$ cat config.mk
export PLATFORM = sky130hd
export DESIGN_NAME = cpu_if
export DESIGN_NICKNAME = d
export VERILOG_FILES = /design/src/rtl/cpu_pkg.sv /design/src/rtl/if_id_reg.sv /design/src/rtl/cpu_if.sv
export SDC_FILE = /design/constraint.sdc
export NUM_CORES = 1
export LEC_CHECK = 0
export CAP_MARGIN = 20
export CORE_MARGIN = 1.5
export CORE_UTILIZATION = 63
export CTS_BUF_LIST = sky130_fd_sc_hd__clkbuf_16
export DETAILED_ROUTE_END_ITERATION = 12
export DONT_BUFFER_PORTS = 1
export GPL_TIMING_DRIVEN = 0
export PLACE_DENSITY = 0.79
export SLEW_MARGIN = 20
export SYNTH_ARGS = -nofsm -noshare
export SYNTH_HDL_FRONTEND = slang
export SYNTH_SLANG_ARGS = --single-unit
export TNS_END_PERCENT = 50
$ cat constraint.sdc
create_clock -name clk -period 2.01 [get_ports clk]
set_input_delay 0.3015 -clock clk [delete_from_list [all_inputs] [get_ports clk]]
set_output_delay 0.3015 -clock clk [all_outputs]
set_load 0.01 [all_outputs]
$ cat src/rtl/cpu_pkg.sv
// Shared CPU types and constants used by fetch, decode and execute.
package cpu_pkg;

    typedef logic [15:0] word_t;

    localparam logic [3:0] OPC_HLT   = 4'hF;
    localparam word_t      NOP_INSTR = 16'h0000;   // ADD R0,R0,R0
    localparam word_t      RESET_PC  = 16'h0000;

    typedef enum logic {RUN = 1'b0, HALTED = 1'b1} fetch_state_e;

    typedef struct packed {
        word_t instr;
        word_t pc;
        logic  valid;
    } ifid_t;

    // Instructions are halfword aligned, so every PC load clears bit 0.
    function automatic word_t pc_align(input word_t a);
        return {a[15:1], 1'b0};
    endfunction

endpackage

$ cat src/rtl/if_id_reg.sv
// IF/ID pipeline register: holds when en=0, loads a bubble (pc kept) on flush.
module if_id_reg
    import cpu_pkg::*;
(
    input  logic  clk,
    input  logic  rst_n,
    input  logic  en,
    input  logic  flush,
    input  ifid_t d,
    output ifid_t q
);

    ifid_t ifid_d, ifid_q;

    always_comb begin
        ifid_d = ifid_q;
        if (en) begin
            if (flush) begin
                ifid_d.instr = NOP_INSTR;
                ifid_d.valid = 1'b0;
            end else begin
                ifid_d = d;
            end
        end
    end

    always_ff @(posedge clk or negedge rst_n) begin
        if (!rst_n) begin
            ifid_q <= '{instr: NOP_INSTR, pc: 16'h0000, valid: 1'b0};
        end else begin
            ifid_q <= ifid_d;
        end
    end

    assign q = ifid_q;

endmodule

$ cat src/rtl/cpu_if.sv
// Instruction fetch stage: PC, RUN/HALTED FSM and IF/ID register.
// Optional performance counters are built when IF_PERF_CNT_EN is defined.
module cpu_if
    import cpu_pkg::*;
(
    input  logic        clk,
    input  logic        rst_n,
    input  logic        stall,
    input  logic        branchTake,
    input  logic [15:0] pcBranch,
    output logic [15:0] imemAddr,
    input  logic [15:0] imemData,
    output logic [15:0] instrID,
    output logic [15:0] pcID,
    output logic        validID,
    output logic        halted,
    output logic [15:0] stallCnt,
    output logic [15:0] flushCnt
);

    localparam logic [0:0] ST_RUN    = RUN;
    localparam logic [0:0] ST_HALTED = HALTED;

    logic [0:0] state_d, state_q;
    word_t      pc_d, pc_q;
    word_t      pc_inc;
    logic       is_hlt;
    logic       flush;
    ifid_t      fetch, ifid;

    assign pc_inc = pc_q + 16'd2;
    assign is_hlt = (imemData[15:12] == OPC_HLT);
    assign fetch  = '{instr: imemData, pc: pc_inc, valid: 1'b1};

    // Stall freezes everything; a redirect outranks a fetched HLT so a
    // wrong-path halt never takes effect.
    always_comb begin
        pc_d    = pc_q;
        state_d = state_q;
        flush   = 1'b0;
        if (!stall) begin
            if (state_q == ST_HALTED) begin
                flush = 1'b1;
            end else if (branchTake) begin
                pc_d  = pc_align(pcBranch);
                flush = 1'b1;
            end else if (is_hlt) begin
                state_d = ST_HALTED;
            end else begin
                pc_d = pc_align(pc_inc);
            end
        end
    end

    always_ff @(posedge clk or negedge rst_n) begin
        if (!rst_n) begin
            pc_q    <= pc_align(RESET_PC);
            state_q <= ST_RUN;
        end else begin
            pc_q    <= pc_d;
            state_q <= state_d;
        end
    end

    if_id_reg u_if_id_reg (
        .clk   (clk),
        .rst_n (rst_n),
        .en    (~stall),
        .flush (flush),
        .d     (fetch),
        .q     (ifid)
    );

    assign imemAddr = pc_q;
    assign instrID  = ifid.instr;
    assign pcID     = ifid.pc;
    assign validID  = ifid.valid;
    assign halted   = (state_q == ST_HALTED);

`ifdef IF_PERF_CNT_EN
    logic [15:0] stall_cnt_d, stall_cnt_q;
    logic [15:0] flush_cnt_d, flush_cnt_q;

    always_comb begin
        stall_cnt_d = stall_cnt_q;
        flush_cnt_d = flush_cnt_q;
        if (stall && stall_cnt_q != 16'hFFFF) begin
            stall_cnt_d = stall_cnt_q + 16'd1;
        end
        if (!stall && branchTake && state_q == ST_RUN && flush_cnt_q != 16'hFFFF) begin
            flush_cnt_d = flush_cnt_q + 16'd1;
        end
    end

    always_ff @(posedge clk or negedge rst_n) begin
        if (!rst_n) begin
            stall_cnt_q <= 16'h0000;
            flush_cnt_q <= 16'h0000;
        end else begin
            stall_cnt_q <= stall_cnt_d;
            flush_cnt_q <= flush_cnt_d;
        end
    end

    assign stallCnt = stall_cnt_q;
    assign flushCnt = flush_cnt_q;
`else
    assign stallCnt = 16'h0000;
    assign flushCnt = 16'h0000;
`endif

endmodule

==> results.txt <==
Max-cap violations in this run came to 0. The number of post-CTS setup repair buffers is 0. The TritonCTS sink count is 48. Clock latency on the worst-skew pair, taken at its later pin, is 290 ps. Once detail routing completed, the nets flagged for antenna violations numbered 0.

STA classifies the critical path endpoint as a register. The number of H-tree levels is 2. The number of global-route vias before repair is 1798. The total negative slack came out at 0 ps. The detailed-placement wirelength estimate came out at 4060 um. The global-route usage over all layers is 0.270.

Summed over all cells, the static leakage comes to 1.34 nW. For this run, the detailed router's first-pass iteration total came to 4. In the routed design, unresolved DRC markers number 0. The post-synthesis sequential area ratio came out at 0.481. The die extent in y came out at 66.0 um.

Derived from the worst setup path, the maximum achievable clock frequency is 538 MHz. The root buffer cell chosen for the clock tree is sky130_fd_sc_hd__clkbuf_16. The startpoint identified for the worst register-to-register timing path is imemAddr[8].

The number of buffers between clock root and the deepest sink is 2. STA classifies the critical path startpoint as a register. At the worst endpoint, the required time is 2170 ps. The detailed-route wire length per cell came out at 16.4 um. The proportion of synthesized flip-flops having asynchronous set or reset is 1.00.

For this run, the leading register cell type out of synthesis is sky130_fd_sc_hd__dfrtp_1. The wire length of the first global-routing pass came out at 8840 um. In the layout the commonest cells are sky130_fd_sc_hd__dfrtp_1 (48), sky130_fd_sc_hd__buf_4 (34), sky130_fd_sc_hd__conb_1 (34). Setup violations remaining at the end of the flow were counted as 0. At the end of the flow the core is filled with cells to 0.767. The worst hold path terminates at u_if_id_reg.q[19]. The slew at the pin closest to its max-slew limit is 796 ps. The port buffer count is 0. The flow ran to the end, and the final reports show no timing, DRC or antenna violations. In the finished design, the share of the clock period the worst path needs comes to 0.925. By startpoint and endpoint, the worst setup path is classified as reg2reg.

The floorplan step defined a die boundary enclosing 4350 sq um. Relative to the synthesized area, the layout overhead comes to 15.0%. The number of vias after detailed routing came out at 1911. The number of inserted filler cells in the final layout came out at 297. Counting the buffers created by CTS gives 5. Clock skew on the completed layout was measured at 5.51 ps. For this run, the number of Yosys warnings is 0. The flip-flop and latch count after synthesis is 48. The number of pins exceeding their max-slew limit in the final report came to 0. The horizontal extent of the die came out at 66.0 um. The core region is 3740 sq um. The number of ports placed on the die boundary is 118.

The cell area after synthesis is 2500 sq um. The worst reg-to-reg path cell count is 4. The data arrival time of the critical path is 2020 ps. The total wirelength of the detailed-routed design is 5660 um.

Routability-driven placement finished with a final weighted congestion of 0.831. Setup repair after global routing left no endpoint under its margin. The cell count of the worst hold path is 1. The initial antenna violation count came out at 0.

The post-layout minimum cycle time is 1860 ps. After detailed routing, the number of vias per cell comes to 5.54. The number of rows created at floorplan is 22. At the end of the flow, the number of nets in the layout was 333. The clock-pin transition on the worst setup and hold timing paths came out at 60 ps. The top fanout value on the critical path came out at 7. The endpoint identified for the worst register-to-register timing path is u_if_id_reg.q[14]. The effective utilization at floorplan came out at 0.667. The fraction of layout instances using a drive strength above 1 is 0.172. A synthesized cell averages 9.84 sq um. Counting every instance in the synthesized netlist gives 254. The TritonCTS clock tree is built.

In this run the power density over the cells is 1040 nW/um^2. The violation count after the first detailed-routing iteration is 121. The critical hold path startpoint is imemData[2]. Across the VDD grid, the largest voltage drop is 0.532 mV. The total overflow reported by the global router came out at 0.

The tightest min-delay check is of the in2reg type. The number of enable flip-flop cells after synthesis came out at 0. Entering global routing, the biggest net connects 49 pins. The final number of hold-violating endpoints is 0.

The relative slew slack is 0.466. The most frequent standard cell in the layout excluding fill and tap cells is sky130_fd_sc_hd__dfrtp_1. The final antenna diode count came out at 0. The slack of the worst reg-to-reg path came out at 150 ps. Synthesis instantiated 42 different standard cells from the library.
-- worst max-delay path, stage by stage (launching register included) --
cell and delay, ps:
sky130_fd_sc_hd__dfrtp_1 520, sky130_fd_sc_hd__nand3_1 310, sky130_fd_sc_hd__or4_4 630, sky130_fd_sc_hd__xor2_1 200, sky130_fd_sc_hd__o21ai_1 80
-- cell usage after synthesis (all sizes together) (4+ instances only) --
cell type   n  area [sq um]
nor2       14          52.6
nor4        5          37.5
buf        37           269
a31oi       4          25.0
o21ai      22           110
xnor2      10          87.6
clkbuf     10          37.5
nand2      26          97.6
a21oi      11          58.8
nor3        6          30.0
a22o       16           140
inv         5          18.8
dfrtp      48          1200
-- worst max path at each step --
stage                             end        start  cells after the start  slack [ps]
floorplan                imemAddr[14]  imemAddr[3]                      5         390
global placement          imemAddr[3]   branchTake                      4          70
detailed placement        imemAddr[2]   branchTake                      4          50
CTS                      imemAddr[14]  imemAddr[3]                      5          70
global route             imemAddr[13]  imemAddr[8]                      4          50
finish              u_if_id_reg.q[14]  imemAddr[8]                      4         150
-- area by class of cell --
cell class              instances  area [sq um]  area share
repair buffers                  2          37.5      0.0131
clock buffers                   5           125      0.0436
plain buffers                  47           307       0.107
well taps                      48          60.1      0.0209
multi-input cells             186          1100       0.385
inverters                       6          22.5     0.00784
flip-flops and latches         48          1200       0.418
clock inverters                 3          15.0     0.00523
-- stage by stage --
step	hold WS [ps]	total power, W	worst slack (ps)	cells	cell area, sq um
2_1_floorplan	5.91	0.00198	387	287	2620
3_3_place_gp	6.92	0.00212	68.7	335	2680
3_5_place_dp	7.37	0.00214	52.1	335	2680
4_1_cts	142	0.00297	73.0	345	2860
5_1_grt	139	0.00314	45.7	345	2870
6_report	141	0.00297	150	345	2870
-- where the power goes --
group,internal [W],switching (W),leakage [nW]
sequential,0.00118,0.000359,0.596
clock,0.000452,0.000346,0.0687
combinational,0.000281,0.000352,0.673
total,0.00192,0.00106,1.34
-- routing by layer --
metal | GRT usage | part of all wire | vias to the layer above
met3 | 0.0886 | 0.10 | 4
met5 | 0 | 0 | -
met2 | 0.427 | 0.49 | 96
met4 | 0.0740 | 0.0087 | 0
met1 | 0.359 | 0.40 | 899
li1 | - | - | 912
-- sequential cells by signal, indices dropped and copies added, names as in the netlist --
signal	count
u_if_id_reg.q	32
imemAddr	15
halted	1
-- cells by family (layout without fill, tap and decap cells) --
group | Yosys count | count (layout) | share of synthesized area
AOI/OAI and AO/OA | 74 | 74 | 0.202
and+or+nand+nor | 62 | 62 | 0.125
buffers and inverters | 53 | 63 | 0.132
DFF | 48 | 48 | 0.481
xor gates and xnor gates | 13 | 13 | 0.0456
muxes | 2 | 2 | 0.00801
adders and majority gates | 1 | 1 | 0.00501
other | 1 | 34 | 0.00150
-- timing repair --
item | CTS | global route
endpoints found under the hold margin | 48 | 0
hold buffers | 2 | 0
resized for setup | 0 | 2
endpoints found under the setup margin | 0 | 4
Power figures use the tool's default switching activity.
